**config.mk**
```make
export PLATFORM = sky130hd
export DESIGN_NAME = window_invoke_scheduler
export DESIGN_NICKNAME = d
export VERILOG_FILES = /design/src/rtl/window_invoke_scheduler.sv
export SDC_FILE = /design/constraint.sdc
export NUM_CORES = 1
export LEC_CHECK = 0
export BUFFER_PORTS_ARGS = -buffer_cell sky130_fd_sc_hd__buf_2
export CAP_MARGIN = 20
export CORE_MARGIN = 2
export CORE_UTILIZATION = 54
export CTS_BUF_LIST = sky130_fd_sc_hd__clkbuf_8
export DETAILED_ROUTE_END_ITERATION = 7
export GPL_ROUTABILITY_DRIVEN = 0
export PLACE_DENSITY_LB_ADDON = 0.15
export RECOVER_POWER = 100
export SLEW_MARGIN = 10
export SYNTH_ARGS = -nofsm -noshare
export SYNTH_HDL_FRONTEND = slang
export SYNTH_SLANG_ARGS = --single-unit
```
**constraint.sdc**
```tcl
create_clock -name clk -period 4.21 [get_ports clk]
set_input_delay 0.842 -clock clk [delete_from_list [all_inputs] [get_ports clk]]
set_output_delay 0.842 -clock clk [all_outputs]
set_load 0.02 [all_outputs]
```
**src/rtl/window_invoke_scheduler.sv**
```systemverilog
// Level-1 CFDF invoke scheduler: checks whether the current mode may fire and
// hands it to the level-2 firing FSM. Then it counts each firing and rotates the mode.
module window_invoke_scheduler #(
  parameter int size      = 3,
  parameter int pop_width = 6,
  parameter int cnt_width = 16
) (
  input  logic                 clk,
  input  logic                 rst,
  input  logic                 invoke_in,
  input  logic [pop_width-1:0] pop_in_data,
  input  logic [pop_width-1:0] free_out_fifo,
  input  logic                 done_in,
  output logic                 start_out,
  output logic [1:0]           next_mode_out,
  output logic                 invoke_done_out,
  output logic                 fired_out,
  output logic [cnt_width-1:0] fire_count_out
);

  typedef enum logic [2:0] {
    IDLE,
    CHECK,
    FIRE,
    WAIT,
    DONE
  } state_t;

  localparam logic [1:0] MODE_SETUP  = 2'b00;
  localparam logic [1:0] MODE_COMP   = 2'b01;
  localparam logic [1:0] MODE_OUTPUT = 2'b10;

  // One extra bit lets size exceed the population range without truncating.
  localparam logic [pop_width:0] SIZE_EXT = (pop_width+1)'(size);

  state_t               r_state, w_state_next;
  logic [1:0]           r_mode, w_mode_next;
  logic [cnt_width-1:0] r_count, w_count_next;
  logic                 r_flag, w_flag_next;
  logic                 w_enabled;

  always_comb begin
    w_enabled = 1'b0;
    case (r_mode)
      MODE_SETUP:  w_enabled = ({1'b0, pop_in_data} >= SIZE_EXT);
      MODE_COMP:   w_enabled = 1'b1;
      MODE_OUTPUT: w_enabled = (free_out_fifo != '0);
      default:     w_enabled = 1'b0;
    endcase
  end

  always_comb begin
    w_state_next = r_state;
    w_mode_next  = r_mode;
    w_count_next = r_count;
    w_flag_next  = r_flag;
    case (r_state)
      IDLE: begin
        if (invoke_in) w_state_next = CHECK;
      end
      CHECK: begin
        if (w_enabled) begin
          w_state_next = FIRE;
        end else begin
          w_state_next = DONE;
          w_flag_next  = 1'b0;
        end
      end
      FIRE: begin
        w_state_next = WAIT;
      end
      WAIT: begin
        if (done_in) begin
          w_state_next = DONE;
          w_flag_next  = 1'b1;
        end
      end
      DONE: begin
        w_state_next = IDLE;
        // Mode rotation and the firing count commit together, only for real firings.
        if (r_flag) begin
          w_count_next = r_count + 1'b1;
          case (r_mode)
            MODE_SETUP:  w_mode_next = MODE_COMP;
            MODE_COMP:   w_mode_next = MODE_OUTPUT;
            default:     w_mode_next = MODE_SETUP;
          endcase
        end
      end
      default: begin
        w_state_next = IDLE;
      end
    endcase
  end

  always_ff @(posedge clk or negedge rst) begin
    if (!rst) begin
      r_state <= IDLE;
      r_mode  <= MODE_SETUP;
      r_count <= '0;
      r_flag  <= 1'b0;
    end else begin
      r_state <= w_state_next;
      r_mode  <= w_mode_next;
      r_count <= w_count_next;
      r_flag  <= w_flag_next;
    end
  end

  assign start_out       = (r_state == FIRE);
  assign invoke_done_out = (r_state == DONE);
  assign fired_out       = (r_state == DONE) && r_flag;
  assign next_mode_out   = r_mode;
  assign fire_count_out  = r_count;

endmodule

```
==> results of run 1 <==
[path summary, 6_finish.rpt]
| kind | depth (start not counted) | to | from | slack, ns |
|---|---|---|---|---|
| hold / removal | 1 | fire_count_out[15] | fire_count_out[15] | 0.49 |
| max in group asynchronous | 1 | fire_count_out[0] | rst | 2.80 |
| setup reg to reg | 5 | fire_count_out[6] | r_state[1] | 2.19 |
| min in group asynchronous | 1 | r_state[0] | rst | 0.76 |
| hold reg to reg | 1 | fire_count_out[15] | fire_count_out[15] | 0.49 |
| setup / recovery | 3 | fired_out | r_state[1] | 1.67 |
[cell usage after synthesis (2+ instances only)]
cell / count
nor4_1: 2
xnor2_1: 11
nand3_1: 6
a31oi_1: 2
nand4_1: 2
and3_1: 5
xor2_1: 3
buf_6: 2
inv_1: 2
nor2_1: 5
nand2_1: 9
dfrtp_1: 22
a21oi_1: 5
[power breakdown]
group / internal [mW] / switching, mW / leakage [nW]
clock network: 0.0833 / 0.0654 / 0.0288
registers: 0.251 / 0.0480 / 0.294
logic: 0.0656 / 0.105 / 0.261
total: 0.400 / 0.218 / 0.584
[logic make-up (layout without fill, tap and decap cells)]
group	Yosys count	in the layout	share of synthesized area [%]
AO/OA/AOI/OAI	11	11	6.642
XOR/XNOR	15	15	13.17
adder cells (fa/ha/maj)	1	1	1.186
buffers and inverters	5	43	3.441
flip-flops	22	22	52.19
multiplexers	1	1	0.9490
AND/OR/NAND/NOR	38	38	22.42
[routing by layer]
| metal | GRT usage, % | routed length (um) |
|---|---|---|
| met5 | 0 | 0 |
| met4 | 5.405 | 14 |
| met3 | 6.667 | 98 |
| met2 | 35.53 | 1006 |
| met1 | 25.41 | 850 |
[state kept, by name, summed over array words and instances, names as in the netlist]
register,count
next_mode_out,2
r_flag,1
fire_count_out,16
r_state,3
[critical path: cells and delay by family (launching register included)]
kind / cells / cell delay (ns)
flip-flops: 1 / 0.43
buffers and inverters: 2 / 0.56
AND/OR/NAND/NOR: 1 / 0.45
[cells in the final DEF (no fill, tap or decap)]
| cell type | instances |
|---|---|
| inv_1 | 2 |
| xor2_1 | 3 |
| clkbuf_8 | 4 |
| a21oi_1 | 5 |
| o211a_1 | 1 |
| nor2_1 | 5 |
| clkinvlp_2 | 1 |
| dfrtp_1 | 22 |
| nor3_1 | 1 |
| or2_0 | 1 |
| ha_1 | 1 |
| and3_1 | 5 |
| clkbuf_1 | 23 |
| or3_1 | 1 |
| or2b_1 | 1 |
| nand4_1 | 3 |
| mux2i_1 | 1 |
| nor4_1 | 3 |
| nand3_1 | 7 |
| nand2_1 | 9 |
| o21ai_0 | 1 |
| o41ai_1 | 1 |
| nand4bb_1 | 1 |
| a31oi_1 | 2 |
| xnor2_1 | 11 |
| and4_1 | 1 |
| xnor2_2 | 1 |
| a211o_1 | 1 |
| buf_2 | 13 |
[metrics by stage]
stage / instances / setup WS (ns) / hold slack, ns / util [%] / area, um2
detailed placement: 152 / 2.038 / 0.4609 / 69.75 / 1244
CTS: 156 / 1.741 / 0.4826 / 72.84 / 1299
floorplan: 93 / 2.436 / 0.4890 / - / 1055
finish: 156 / 1.667 / 0.4876 / 69.19 / 1234
global placement: 152 / 2.088 / 0.4620 / 69.75 / 1244
global route: 156 / 1.546 / 0.5045 / 69.19 / 1234
[layout make-up]
type | count | share of cell area, %
clock buffers | 4 | 4.462
inverters | 3 | 1.014
multi-input cells | 66 | 35.09
flip-flops and latches | 22 | 44.62
well taps | 25 | 2.536
repair buffers | 36 | 12.27
==> flow_metrics.tcl, run 1 <==
set metrics [dict create \
    outcome "complete, no violations" \
    drive_above_1_share_pct 14.50 \
    cts_sinks 22 \
    drt_iter0_markers 5 \
    drv_slew 0 \
    root_buffer "clkbuf_8" \
    start_util_pct 59.16 \
    fillers 156 \
    clock.fmax_mhz 393.2 \
    ys.flop_type "dfrtp_1" \
    avgSynthCellArea_um2 11.34 \
    clock-skew-final_ns 0.002013 \
    yosysSeqAreaShare_pct 52.19 \
    path_max_fanout 8 \
    crit_slowest_cell "nand4bb_1" \
    design.core.area_um2 1783 \
    grt.total_usage_pct 20.85 \
    cts.path.max_buffers 2 \
    ys_warn_count 0 \
    multiInputGateArea_um2 432.9 \
    grt_max_degree 23 \
    synth_edf_count 0 \
    path_cells "nand4bb_1, clkinvlp_2, clkbuf_1" \
    hold_buffers 0 \
    setup.worst_path.start_class "register" \
    synthCells 93 \
    seq_area_um2 550.5 \
    syn-cell-area_um2 1055 \
    cts-buffers-inserted 3 \
    die_x_um 48.20 \
    cts_resized 0 \
    synth_area_leaders "dfrtp_1 (52%), xnor2_1 (9.1%), nand2_1 (3.2%), and3_1 (3.0%), nand3_1 (2.8%)" \
    dp_hpwl_um 1471 \
    max-cap-violations 0 \
    row_count 15 \
    synth_area_leader_cell "dfrtp_1" \
    slew_headroom_pct 27.20 \
    drt_wl_total_um 1970 \
    h-tree-depth 1 \
    critPathCaptureType "output port" \
    tightest_slew_ns 1.092 \
    die_y_um 48.20 \
    setup_viol 0 \
    path_class "reg -> out" \
    antenna_cells 0 \
    peakVddDrop_mv 0.3570 \
    firstDrtPassIters 4 \
    wl_per_cell_um 12.63 \
    routed-via-count 817 \
    die_area_um2 2323 \
    synth_cell_type_count 30 \
    worstPathRequired_ns 3.37 \
    ios 37 \
    p_leak_nw 0.5839 \
    synth_nets 110 \
    clk_latency_ns 0.26 \
    finalCritPeriodShare_pct 60.42 \
    ys_seq_elements 22 \
    cpPeakStageDelay_ns 0.45 \
    period_minus_slack_ns 2.543 \
    p_per_area_nw_per_um2 500.6 \
    antenna_found_initial 0 \
    grt_pass1_wl_um 3298 \
    async_flop_share_pct 100.0 \
    synth_top_area_share_pct 52.19 \
    rsz0062_at_grt "no" \
    viasPerCell 5.237 \
    cts_tree "done" \
    clk_pin_slew_ns 0.07 \
    port_buffers 36 \
    cts_setup_buffers 0 \
    finalPower_mw 0.6176 \
    grt_pass1_vias 755 \
    drcViolationCount 0 \
    hold_viol 0 \
    arrival_ns 1.70 \
    hold_class "reg -> reg" \
    tns_ns 0 \
    nets 149 \
    route.antenna.remaining_nets 0 \
    syn_to_final_growth_pct 16.96 \
    grt_overflow_total 0 \
]
(Power assumes the default switching activity.)
==> inputs of run 2 (changes only) <==
CORE_UTILIZATION = 46   (was 54)
clock period = 2.15 ns   (was 4.21 ns; I/O delays follow)
==> run 2 against run 1 <==
Against the previous run: combinational power grew 100%; sequential cell count did not move; first-iteration DRC count decreased by 40%; setup slack worse by 1.5 ns; critical path depth did not move; hold slack worse by 0.11 ns; critical endpoint unchanged; clock skew about the same; clock power increased to 2.5 times the previous value; core utilization decreased by 11 points; count of clock-buffer cells in the layout down 1.
==> flow_metrics.tcl, run 2 (synthesized netlist as in run 1, its figures left out) <==
set metrics [dict create \
    route.antenna.remaining_nets 0 \
    top_layer_used "met4" \
    setup_viol 0 \
    drcViolationCount 0 \
    placedInstanceArea_um2 1247 \
    tns_ns 0 \
    antenna_cells 0 \
    port_buffers 36 \
    cts_sinks 22 \
    hold_viol 0 \
    antenna_found_initial 0 \
    final_cell_mix "dfrtp_1 (22), clkbuf_1 (22), buf_2 (14), xnor2_1 (12), nand2_1 (9)" \
    seq_area_um2 550.5 \
    clock.fmax_mhz 503.2 \
    grt_overflow_total 0 \
    hold_class "in -> async" \
    routed-via-count 805 \
    drive_above_1_share_pct 16.79 \
    hold_buffers 0 \
    max-cap-violations 0 \
    r2r_setup_slack_ns 0.38 \
    grt_max_degree 23 \
    p_leak_nw 0.6252 \
    drv_slew 0 \
    setup.worst_path.start_class "register" \
    viasPerCell 5.063 \
    die_x_um 51.89 \
    critPathCaptureType "output port" \
    stdcell_area_um2 1284 \
    rsz0062_at_grt "no" \
    drt_iter0_markers 3 \
    row_count 17 \
    cts.path.max_buffers 2 \
    path_class "reg -> out" \
    finalCritPeriodShare_pct 92.43 \
    start_util_pct 48.14 \
    firstDrtPassIters 4 \
    fillers 205 \
    largest_register_ffs 16 \
    clock-skew-final_ns 0.001590 \
    worstPathRequired_ns 1.72 \
    cpPeakStageDelay_ns 0.44 \
    drt_wl_total_um 1986 \
    grt_pass1_vias 792 \
    die_area_um2 2692 \
    outcome "complete, no violations" \
    h-tree-depth 1 \
    peakVddDrop_mv 0.8370 \
    met3WireLength_um 104 \
    crit_slowest_cell "dfrtp_1" \
    ios 37 \
    path_max_fanout 8 \
    grt.total_usage_pct 17.64 \
    dp_hpwl_um 1529 \
    wl_met1_um 879 \
    slew_headroom_pct 22.67 \
    design.core.area_um2 2191 \
    instances_no_fill 159 \
    wl_per_cell_um 12.49 \
    nets 149 \
    grt_pass1_wl_um 3422 \
    clk_latency_ns 0.26 \
    root_buffer "clkbuf_8" \
    cts_tree "done" \
    multiInputGateArea_um2 460.4 \
    syn_to_final_growth_pct 21.71 \
    cts-buffers-inserted 3 \
    dp.cells 155 \
    wl_met2_um 986 \
    path_cells "nand4bb_2, inv_4, clkbuf_1" \
    die_y_um 51.89 \
    arrival_ns 1.56 \
    period_minus_slack_ns 1.987 \
    clk_pin_slew_ns 0.08 \
    p_per_area_nw_per_um2 1021 \
    tightest_slew_ns 1.160 \
]
==> run 2: changes by cell type in the layout (fill, tap and decap cells not counted), sizes merged <==
cell / delta
bufinv: +1
inv: +1
buf: +1
clkbuf: -2
clkinvlp: -1
==> run 2: worst paths after layout <==
path                               startpoint            endpoint  cells past startpoint
max                                r_state[1]           fired_out                      3
min                                       rst   fire_count_out[8]                      1
max reg2reg                        r_state[1]  fire_count_out[14]                      5
min reg2reg                fire_count_out[15]  fire_count_out[15]                      1
max in group asynchronous                 rst  fire_count_out[13]                      1
min in group clk                    invoke_in          r_state[0]                      3
==> run 2: worst max-delay path, delay by kind of cell, from the launching register on <==
family        cells  cell delay (ns)
flops             1             0.44
simple gates      1             0.44
buf+inv           2             0.42
==> run 2: where the power goes <==
group	switching [mW]	total (mW)	internal, mW
clock	0.131	0.379	0.248
sequential	0.0991	0.590	0.491
combinational	0.207	0.341	0.134
==> run 2: per-layer routing <==
| layer | vias to the layer above | track usage, % |
|---|---|---|
| li1 | 402 | - |
| met4 | 0 | 9.211 |
| met3 | 2 | 2.586 |
| met2 | 24 | 28.69 |
| met1 | 377 | 22.62 |
| met5 | - | 0 |
==> run 2: cell type report <==
cell class | count | share of cell area, %
Clock inverter | 1 | 2.339
Multi-Input combinational cell | 66 | 35.87
Timing Repair Buffer | 36 | 11.89
Clock buffer | 3 | 3.216
Sequential cell | 22 | 42.89
Inverter | 3 | 1.072
Tap cell | 28 | 2.729
==> run 2: what timing repair did <==
action | CTS | global route
endpoints found under the setup margin | 0 | 1
buffers inserted | 0 | 0
gates resized for setup | 0 | 1
==> run 2: metrics by stage <==
step,setup WS [ns],power (mW),hold WS (ns),util (%)
floorplan,0.6295,0.8243,0.1344,-
global placement,0.3330,0.9392,0.4224,56.94
detailed placement,0.2325,0.9540,0.4260,56.94
CTS,0.09343,1.336,0.1411,60.19
global route,0.08004,1.399,0.4672,58.60
finish,0.1627,1.310,0.3808,58.60
==> inputs of run 3 (changes only) <==
SETUP_SLACK_MARGIN = 0.4   (was default)
TNS_END_PERCENT = 100   (was default)
==> run 3 against run 2 <==
Against the previous run: clock power barely moved; combinational power barely moved; total power fell by 0.35%; non-clock buffer count rose by 1; clock skew fell by 0.00057 ns; register-to-register slack improved by 0.06 ns; sequential share of layout area barely moved; count of clock-buffer cells in the layout did not move; largest cell class unchanged; largest power group unchanged.
==> flow_metrics.tcl, run 3 (synthesized netlist as in run 1, its figures left out) <==
set metrics [dict create \
    seqPwrFrac_pct 45.0 \
    syn_to_final_growth_pct 21.59 \
    clock-skew-final_ns 0.001020 \
    r2r_setup_slack_ns 0.44 \
    critPathCaptureType "output port" \
    placedInstanceArea_um2 1247 \
    clk_latency_ns 0.26 \
    cts.path.max_buffers 2 \
    antenna_found_initial 0 \
    hold_viol 0 \
    cpPeakStageDelay_ns 0.44 \
    finalCritPeriodShare_pct 82.01 \
    r2r-start "r_state[1]" \
    root_buffer "clkbuf_8" \
    dp.cells 155 \
    viasPerCell 5.075 \
    antenna_cells 0 \
    reg2reg_depth 5 \
    p_int_mw 0.8700 \
    largest_register_ffs 16 \
    h-tree-depth 1 \
    drt_iter0_markers 7 \
    fillers 204 \
    routed-via-count 812 \
    comb_power_share_pct 25.9 \
    crit_slowest_cell "dfrtp_1" \
    stdcell_area_um2 1282 \
    ios 37 \
    start_util_pct 48.14 \
    route.antenna.remaining_nets 0 \
    setup.worst_path.start_class "register" \
    grt_pass1_vias 801 \
    hold_class "in -> async" \
    path_max_fanout 7 \
    grt_pass1_wl_um 3443 \
    path_class "reg -> out" \
    cts-buffers-inserted 3 \
    setup_slack_ns 0.3868 \
    die_area_um2 2692 \
    path_cells "nand4bb_1, clkinvlp_2, buf_2" \
    drive_above_1_share_pct 16.67 \
    worstPathRequired_ns 1.72 \
    tns_ns 0 \
    clk_pin_slew_ns 0.08 \
    clock.fmax_mhz 567.2 \
    die_x_um 51.89 \
    period_minus_slack_ns 1.763 \
    setup_viol 0 \
    path_buf_inv 2 \
    max-cap-violations 0 \
    peakVddDrop_mv 0.8400 \
    hold_buffers 0 \
    p_leak_nw 0.6228 \
    r2r_end "fire_count_out[13]" \
    nets 150 \
    grt_max_degree 23 \
    drt_wl_total_um 2007 \
    dp_hpwl_um 1529 \
    arrival_ns 1.33 \
    tightest_slew_ns 1.163 \
    cts_tree "done" \
    outcome "complete, no violations" \
    port_buffers 36 \
    switchingPower_mw 0.4354 \
    design.core.area_um2 2191 \
    die_y_um 51.89 \
    drcViolationCount 0 \
    wl_per_cell_um 12.54 \
    row_count 17 \
    rsz0062_at_grt "no" \
    instances_no_fill 160 \
    place_ws_ns 0.2325 \
    firstDrtPassIters 3 \
    p_per_area_nw_per_um2 1018 \
    cts_sinks 22 \
    crit_family "flip-flops" \
    netSwitchingFraction_pct 33.35 \
    p_clk_share_pct 29.2 \
    final_cell_mix "dfrtp_1 (22), clkbuf_1 (22), buf_2 (15), xnor2_1 (12), nand2_1 (9)" \
    finalPower_mw 1.305 \
    grt_overflow_total 0 \
    drv_slew 0 \
    slew_headroom_pct 22.50 \
    grt.total_usage_pct 17.76 \
]
## run 3: cell count changes in the layout (fill, tap and decap cells not counted)
| cell | change |
|---|---|
| buf_2 | +1 |
| inv_4 | -1 |
| nand4bb_2 | -1 |
| nand4bb_1 | +1 |
| clkinvlp_2 | +1 |
## run 3: worst max path at each step
| stage | startpoint | end | slack (ns) | cells after the start |
|---|---|---|---|---|
| final | r_state[1] | fired_out | 0.39 | 3 |
| after global routing | r_state[1] | fired_out | 0.26 | 3 |
| after CTS | r_state[1] | fired_out | 0.51 | 3 |
| after detailed placement | r_state[1] | fire_count_out[14] | 0.23 | 5 |
| after global placement | r_state[1] | fire_count_out[6] | 0.33 | 5 |
| after floorplan | r_state[1] | fire_count_out[6] | 0.63 | 7 |
## run 3: timing repair
item / in CTS / in global routing
buffers inserted: 1 / 0
endpoints found under the hold margin: 0 / 0
resized for setup: 2 / 0
setup endpoints to repair: 9 / 0
## run 3: power groups by stage
| stage | sequential [mW] | combinational [mW] | clock (mW) |
|---|---|---|---|
| global placement | 0.589 | 0.351 | 0 |
| CTS | 0.596 | 0.379 | 0.388 |
| detailed placement | 0.595 | 0.359 | 0 |
| global route | 0.605 | 0.381 | 0.407 |
| finish | 0.587 | 0.338 | 0.381 |
| floorplan | 0.627 | 0.198 | 0 |
## run 3: per-stage QoR
step	util [%]	hold WS (ns)
6_report	58.54	0.3793
5_1_grt	58.54	0.4678
4_1_cts	61.28	0.1411
3_5_place_dp	56.94	0.4260
3_3_place_gp	56.94	0.4224
2_1_floorplan	-	0.1344
## run 3: layer usage
| metal | global-route usage, % | vias to the layer above | wire length, um |
|---|---|---|---|
| met1 | 22.24 | 381 | 900 |
| li1 | - | 403 | - |
| met3 | 2.586 | 2 | 108 |
| met2 | 29.54 | 26 | 982 |
| met5 | 0 | - | 0 |
| met4 | 9.211 | 0 | 16 |
## run 3: final cells by class
class	instances	area, um2	share of cell area, %
clock buffers	3	41.29	3.220
flip-flops and latches	22	550.5	42.93
repair buffers	37	157.7	12.29
inverters	3	12.51	0.9756
well taps	28	35.03	2.732
multi-input cells	66	455.4	35.51
clock inverters	1	30.03	2.341
## run 3: worst register-to-register path, delay by kind of cell (launching register included)
family / cells / cell delay [ns]
buffers and inverters: 1 / 0.24
xor gates and xnor gates: 1 / 0.14
DFF: 1 / 0.44
and+or+nand+nor: 3 / 0.79
